<file path="src/rtl/hazard_scoreboard_unit.sv">
// hazard_scoreboard_unit
//   Hazard control for the 5-stage pipeline. It also tracks one
//   non-pipelined, multi-cycle MUL/DIV unit.
//   - EX-stage operand forwarding. MEM has priority over WB.
//   - Load-use stall and branch/jump flush.
//   - Per-register pending scoreboard for in-flight long ops.
//     Decode stalls on RAW and WAW against these, and on a structural
//     conflict for the busy unit.
//   - Latency down-counter. On terminal count it issues a one-cycle
//     completion pulse that drives the MUL/DIV regfile write port.
//
// Ports
//   clk, rst_n                      clock, synchronous active-low reset
//   rs1_d, rs2_d, rd_d              decode-stage register addresses
//   uses_rs1_d, uses_rs2_d          decode instruction reads rs1 / rs2
//   reg_write_d, muldiv_d           decode writes rd / is a MUL/DIV
//   rs1_e, rs2_e, rd_e              EX-stage register addresses
//   mem_read_e, muldiv_start_e      EX is a load / issues a MUL/DIV
//   rd_m, reg_write_m               MEM-stage destination / write enable
//   rd_w, reg_write_w               WB-stage destination / write enable
//   pc_src_e                        branch/jump taken in EX
//   forward_a, forward_b            00 regfile, 10 MEM, 01 WB
//   stall_f, stall_d                hold PC / IF-ID
//   flush_d, flush_e                bubble IF-ID / ID-EX
//   muldiv_busy                     long-op unit occupied
//   muldiv_wb_valid, muldiv_wb_rd   completion pulse and its destination
//
// state | meaning
// ------+------------------------------------------------------------
// IDLE  | long-op unit free; cnt parked at 0
// BUSY  | op in flight; cnt counts down and completes when cnt == 0
module hazard_scoreboard_unit #(
    parameter int REG_ADDR_W = 5,
    parameter int NUM_REGS   = 32,
    parameter int MULDIV_LAT = 4
) (
    input  logic                  clk,
    input  logic                  rst_n,
    input  logic [REG_ADDR_W-1:0] rs1_d,
    input  logic [REG_ADDR_W-1:0] rs2_d,
    input  logic                  uses_rs1_d,
    input  logic                  uses_rs2_d,
    input  logic [REG_ADDR_W-1:0] rd_d,
    input  logic                  reg_write_d,
    input  logic                  muldiv_d,
    input  logic [REG_ADDR_W-1:0] rs1_e,
    input  logic [REG_ADDR_W-1:0] rs2_e,
    input  logic [REG_ADDR_W-1:0] rd_e,
    input  logic                  mem_read_e,
    input  logic                  muldiv_start_e,
    input  logic [REG_ADDR_W-1:0] rd_m,
    input  logic                  reg_write_m,
    input  logic [REG_ADDR_W-1:0] rd_w,
    input  logic                  reg_write_w,
    input  logic                  pc_src_e,
    output logic [1:0]            forward_a,
    output logic [1:0]            forward_b,
    output logic                  stall_f,
    output logic                  stall_d,
    output logic                  flush_d,
    output logic                  flush_e,
    output logic                  muldiv_busy,
    output logic                  muldiv_wb_valid,
    output logic [REG_ADDR_W-1:0] muldiv_wb_rd
);

    localparam int              CNT_W    = $clog2(MULDIV_LAT);
    localparam logic [CNT_W-1:0] CNT_LOAD = CNT_W'(MULDIV_LAT - 1);

    typedef enum logic {IDLE, BUSY} state_t;

    state_t                  state, state_nxt;
    logic [CNT_W-1:0]        cnt, cnt_nxt;
    logic [REG_ADDR_W-1:0]   wb_rd, wb_rd_nxt;
    logic [NUM_REGS-1:0]     pend, pend_nxt;
    logic                    start_ok;
    logic                    lu, sb, st, stall;

    always_ff @(posedge clk) begin
        if (!rst_n) begin
            state <= IDLE;
            cnt   <= '0;
            wb_rd <= '0;
            pend  <= '0;
        end else begin
            state <= state_nxt;
            cnt   <= cnt_nxt;
            wb_rd <= wb_rd_nxt;
            pend  <= pend_nxt;
        end
    end

    assign muldiv_busy     = (state == BUSY);
    assign muldiv_wb_valid = (state == BUSY) && (cnt == '0);
    assign muldiv_wb_rd    = wb_rd;

    // The unit can accept a new op when idle or in its completion cycle.
    assign start_ok = muldiv_start_e && (!muldiv_busy || muldiv_wb_valid);

    always_comb begin
        state_nxt = state;
        cnt_nxt   = cnt;
        wb_rd_nxt = wb_rd;
        case (state)
            IDLE: begin
                if (muldiv_start_e) begin
                    state_nxt = BUSY;
                    cnt_nxt   = CNT_LOAD;
                    wb_rd_nxt = rd_e;
                end
            end
            BUSY: begin
                if (cnt == '0) begin
                    if (muldiv_start_e) begin
                        cnt_nxt   = CNT_LOAD;
                        wb_rd_nxt = rd_e;
                    end else begin
                        state_nxt = IDLE;
                    end
                end else begin
                    cnt_nxt = cnt - 1'b1;
                end
            end
            default: state_nxt = IDLE;
        endcase
    end

    // Clear before set, so a completion and a restart on the same rd
    // leave the bit pending.
    always_comb begin
        pend_nxt = pend;
        if (muldiv_wb_valid)
            pend_nxt[wb_rd] = 1'b0;
        if (start_ok && rd_e != '0)
            pend_nxt[rd_e] = 1'b1;
        pend_nxt[0] = 1'b0;
    end

    always_comb begin
        forward_a = 2'b00;
        forward_b = 2'b00;
        if (reg_write_m && rd_m != '0 && rd_m == rs1_e)
            forward_a = 2'b10;
        else if (reg_write_w && rd_w != '0 && rd_w == rs1_e)
            forward_a = 2'b01;
        if (reg_write_m && rd_m != '0 && rd_m == rs2_e)
            forward_b = 2'b10;
        else if (reg_write_w && rd_w != '0 && rd_w == rs2_e)
            forward_b = 2'b01;
    end

    assign lu = mem_read_e && (rd_e != '0) &&
                ((uses_rs1_d && rs1_d == rd_e) || (uses_rs2_d && rs2_d == rd_e));
    assign sb = (uses_rs1_d && pend[rs1_d]) || (uses_rs2_d && pend[rs2_d]) ||
                (reg_write_d && rd_d != '0 && pend[rd_d]);
    assign st = muldiv_d && muldiv_busy && !muldiv_wb_valid;

    // The redirect wins over a stall. An in-flight long op is older than
    // the branch, so it is never cancelled.
    assign stall   = lu || sb || st;
    assign stall_f = stall && !pc_src_e;
    assign stall_d = stall && !pc_src_e;
    assign flush_d = pc_src_e;
    assign flush_e = stall || pc_src_e;

    // The structural stall means a start should never arrive mid-op.
    always_ff @(posedge clk) begin
        if (rst_n)
            assert (!(muldiv_start_e && muldiv_busy && cnt != '0));
    end

endmodule

</file>
<file path="config.mk">
export PLATFORM = sky130hd
export DESIGN_NAME = hazard_scoreboard_unit
export DESIGN_NICKNAME = d
export VERILOG_FILES = /design/src/rtl/hazard_scoreboard_unit.sv
export SDC_FILE = /design/constraint.sdc
export NUM_CORES = 1
export LEC_CHECK = 0
export ABC_AREA = 1
export CORE_MARGIN = 5
export CORE_UTILIZATION = 41
export CTS_CLUSTER_DIAMETER = 100
export DETAILED_ROUTE_END_ITERATION = 10
export PLACE_DENSITY = 0.67
export SETUP_SLACK_MARGIN = 0.3
export SYNTH_ARGS = -nofsm -noshare
export SYNTH_HDL_FRONTEND = slang
export SYNTH_SLANG_ARGS = --single-unit
</file>
<file path="constraint.sdc">
create_clock -name clk -period 2.6 [get_ports clk]
set_clock_uncertainty 0.1 [all_clocks]
set_input_delay 0.52 -clock clk [delete_from_list [all_inputs] [get_ports clk]]
set_output_delay 0.52 -clock clk [all_outputs]
set_load 0.05 [all_outputs]
</file>
Word-level counts from Yosys, hierarchy flattened
Index checks and enable logic that the tools add are counted.
W data, S select, Z words.
- bitwise operators: 4
- mux-type cells: 25
- reductions and logical operators: 37
- magnitude comparators: 7
- $add $sub $neg: 1
- equality and inequality tests: 7
- operator list (operator ; number):
    $mux W32 ; 2
    $and A32 B32 Y32 ; 1
    $not A32 Y32 ; 1
    $or A32 B32 Y32 ; 1
    $eq A5 B5 Y1 ; 6
    $lt A5 B6 Y1 const B ; 5
    $logic_and A1 B1 Y1 ; 22
    $reduce_bool A5 Y1 ; 4
    $bmux W1 S5 ; 3
    $demux W1 S5 ; 2
    $ge A5 B1 Y1 const B ; 2
    $mux W5 ; 2
    $pmux W5 S2 ; 1
    $mux W1 ; 9
    $mux W2 ; 4
    $logic_or A1 B1 Y1 ; 7
    $pmux W2 S2 ; 1
    $logic_not A1 Y1 ; 3
    $logic_not A2 Y1 ; 1
    $ne A2 B1 Y1 const B ; 1
    $pmux W1 S2 ; 1
    $sub A2 B1 Y2 const B ; 1
    $not A1 Y1 ; 1
- flip-flop bits (word level): 40
- word-level logic and storage cells: 86

Longest topological paths before layout
- depth in word-level cells: 9
- gate-level depth with buffers: 13
- mapped depth without buffers: 11

Worst setup path after synthesis
No wires, ideal clock.
- path type: input to output
- start point: in rd_m[0]
- end point: out forward_a[0]
- cell stages on the path: 4
- data arrival time: 2975 ps
- slack: -995 ps
- cells stage by stage: xnor2_1 > nand3_1 > nor4_1 > nor2_1
- cells in the longest elaborated chain, start to end: 4
- elaborated cells on any way between the ends: 5
- classes of those cells: eq/ne: 1; mux: 1; reduce/logical: 3
- RTL lines (item ; RTL line ; source):
    start: declaration ; 51 ; input logic [REG_ADDR_W-1:0] rd_m,
    $reduce_bool A5 Y1 ; 142 ; if (reg_write_m && rd_m != '0 && rd_m == rs1_e)
    $logic_and A1 B1 Y1 ; 142 ;
    $logic_and A1 B1 Y1 (*) ; 142 ;
    $mux W2 (*) ; 142 ;
    end: declaration ; 56 ; output logic [1:0] forward_a,
Mark *: on every way between the ends. The rest lies on a longest branch, timed or not.

Worst setup path in the final report
- start point: in rd_d[0]
- end point: out flush_e
- cells in the longest elaborated chain, start to end: 7
- elaborated cells on any way between the ends: 9
- classes of those cells: mux: 2; reduce/logical: 7
- RTL lines (item ; RTL line ; source):
    start: declaration ; 43 ; input logic [REG_ADDR_W-1:0] rd_d,
    $bmux W1 S5 or $reduce_bool A5 Y1 (tied branches) ; 155 ; (reg_write_d && rd_d != '0 && pend[rd_d]);
    $mux W1 (implied by the code) or $logic_and A1 B1 Y1 (tied branches) ; 155 ;
    $logic_and A1 B1 Y1 (*) ; 155 ;
    $logic_or A1 B1 Y1 (*) ; 154 ; assign sb = (uses_rs1_d && pend[rs1_d]) || (uses_rs2_d && pend[rs2_d]) ||
    $logic_or A1 B1 Y1 (*) (2 in series) ; 160 ; assign stall = lu || sb || st;
    $logic_or A1 B1 Y1 (*) ; 164 ; assign flush_e = stall || pc_src_e;
    end: declaration ; 61 ; output logic flush_e,
Mark *: on every way between the ends. The rest lies on a longest branch, timed or not. The select of a mux whose other input is x is not followed.

==> results.sh <==
export IMPL_ys_flop_type="dfxtp_1"
export IMPL_grt_start_max_net_pins=32
export IMPL_path_max_fanout=6
export IMPL_synthTopCellsByCount="nand2_1, nand3_1, inv_1"
export IMPL_hp_class="reg -> reg"
export IMPL_core_mm2=0.00725
export IMPL_antenna_left=0
export IMPL_dp_cells=708
export IMPL_root_buffer="clkbuf_8"
export IMPL_cts_tree="done"
export IMPL_area_growth_pct=56.4
export IMPL_fmax_mhz=410
export IMPL_fill_cells=697
export IMPL_drt_total_wl_um=12200
export IMPL_total_power_mw=1.77
export IMPL_hold_violations=0
export IMPL_numCtsBuffers=5
export IMPL_die_area_mm2=0.00924
export IMPL_peakVddDrop_mv=0.499
export IMPL_yosysWarnings=0
export IMPL_firstDrtPassIters=6
export IMPL_yosys_area_top_type_share=0.257
export IMPL_syn_avg_cell_area_um2=5.95
export IMPL_synth_nets=562
export IMPL_rows=31
export IMPL_rsz0062_at_grt="yes"
export IMPL_synth_edff_count=0
export IMPL_leakagePower_nw=2.06
export IMPL_track_usage=0.271
export IMPL_gp_congestion=0.944
export IMPL_dr_first_iter_drc_count=321
export IMPL_slew_headroom=0.655
export IMPL_rrSetupSlack_ns=0.85
export IMPL_holdBufCountCts=0
export IMPL_synthArstFlopShare=0
export IMPL_grt_overflow_total=0
export IMPL_start_util=0.419
export IMPL_path_clk_slew_ns=0.08
export IMPL_worst_hold_slack_ns=0.380
export IMPL_syn_area_mm2=0.00304
export IMPL_ctsHtreeMaxLevel=2
export IMPL_antenna_cells=0
export IMPL_worstMarginPinSlew_ns=0.513
export IMPL_end_kind="output port"
export IMPL_drv_slew=0
export IMPL_status="finished, final reports clean"
export IMPL_critPathKind="in -> out"
export IMPL_wire_per_inst_um=16.7
export IMPL_fin_area_mm2=0.00476
export IMPL_fin_crit_sh=0.938
export IMPL_ys_types=28
export IMPL_reg2reg_depth=8
export IMPL_clock_sinks=39
export IMPL_grt_antenna_before_repair=0
export IMPL_synth_top_cells_by_area="dfxtp_1, nand2_1, nand3_1"
export IMPL_synth_seq_cells=39
export IMPL_setup_viol=0
export IMPL_cap_violations=0
export IMPL_finalNetCount=682
export IMPL_cp_start_kind="primary input"
export IMPL_dpl_instance_area_mm2=0.00433
export IMPL_die_w_um=96.1
export IMPL_grt_pass1_vias=4043
export IMPL_worstPathArrival_ns=1.82
export IMPL_synthMostInstantiatedCell="nand2_1"
export IMPL_grt_pass1_wl_um=19700
export IMPL_required_ns=1.98
export IMPL_portBuffers=65
export IMPL_dpl_hpwl_um=9180
export IMPL_ios=66
export IMPL_via_per_inst=5.59
export IMPL_synth_cells=511
export IMPL_die_h_um=96.1
export IMPL_insertion_delay_ns=0.29
export IMPL_cts_buffer_depth=2
export IMPL_drive_above_1_share=0.258
export IMPL_power_density_mw_per_mm2=372
export IMPL_drc=0
export IMPL_yosysSeqAreaShare=0.257
export IMPL_min_path_cells=2
export IMPL_fin_cells=731
export IMPL_vias=4086
export IMPL_synth_top_area_cell="dfxtp_1"
export IMPL_finalCriticalPeriod_ns=2.44
==> state kept, by name (all words and copies together), names as in the netlist <==
signal / cells
muldiv_busy: 1
cnt: 2
muldiv_wb_rd: 5
pend: 31
==> worst paths after layout <==
path	start	to
worst max-delay path	rd_d[0]	flush_e
worst min-delay path	pend[15]$_SDFF_PN0_	pend[15]$_SDFF_PN0_
worst max register to register	muldiv_busy$_SDFF_PN0_	pend[9]$_SDFF_PN0_
worst min register to register	pend[15]$_SDFF_PN0_	pend[15]$_SDFF_PN0_
==> cells by family (layout without fill, tap and decap cells) <==
logic type,count (synthesis),in the layout,synth area share
DFF,39,39,0.257
AOI/OAI and AO/OA,97,97,0.172
buffers and inverters,77,198,0.103
xor gates and xnor gates,21,21,0.0605
and+or+nand+nor,277,277,0.408
==> worst max-delay path, cell delays in order <==
cell and delay, ns:
buf_12 0.12, buf_12 0.13, or2_4 0.21, o211ai_1 0.08, nand2_1 0.08, nand2_1 0.09, nand3_2 0.07, nand3_2 0.09
nand2_2 0.07, nor2_4 0.12, nand2_2 0.08, buf_12 0.15
==> what timing repair did <==
action | CTS | global route
setup endpoints to repair | 8 | 7
cloned | 7 | 0
pin swaps | 49 | 13
resized for setup | 156 | 22
buffers inserted | 6 | 2
==> power by group <==
| group | leakage, nW | internal [mW] | total (mW) | switching, mW |
|---|---|---|---|---|
| Clock | 0.0581 | 0.286 | 0.503 | 0.218 |
| Combinational | 1.69 | 0.282 | 0.633 | 0.351 |
| Sequential | 0.317 | 0.614 | 0.634 | 0.0208 |
==> final cells by class <==
cell class	count	area, um2	share of cell area
tap	99	124	0.0260
timing repair inverter	2	16.3	0.00342
timing repair buffer	128	1310	0.275
inverter	60	258	0.0542
clock buffer	5	68.8	0.0145
multi-input combinational	395	2150	0.453
sequential	39	785	0.165
clock inverter	3	43.8	0.00921
==> cells in the final DEF, fill, tap and decap left out, types with 11 or more instances in the layout <==
cell,instances
a21oi_1,39
buf_12,12
buf_2,11
buf_4,46
buf_6,12
clkdlybuf4s50_1,13
dfxtp_1,38
dlygate4sd2_1,16
inv_1,46
nand2_1,122
nand3_1,85
nor2_1,22
o21ai_0,40
==> per-layer routing <==
layer  vias to the layer above  part of all wire  track usage
li1                       1947                 -            -
met1                      1893              0.40        0.341
met2                       207              0.48        0.454
met3                        39             0.096       0.0586
met4                         0             0.027       0.0960
met5                         -                 0            0
==> through the flow <==
stage / TNS [ns] / setup WS, ns / utilization
floorplan: 0 / 0.153 / -
global placement: -1.23 / -0.420 / 0.597
detailed placement: -1.35 / -0.438 / 0.597
CTS: 0 / 0.174 / 0.652
global route: 0 / 0.0904 / 0.656
finish: 0 / 0.161 / 0.656
Power figures use the tool's default switching activity.
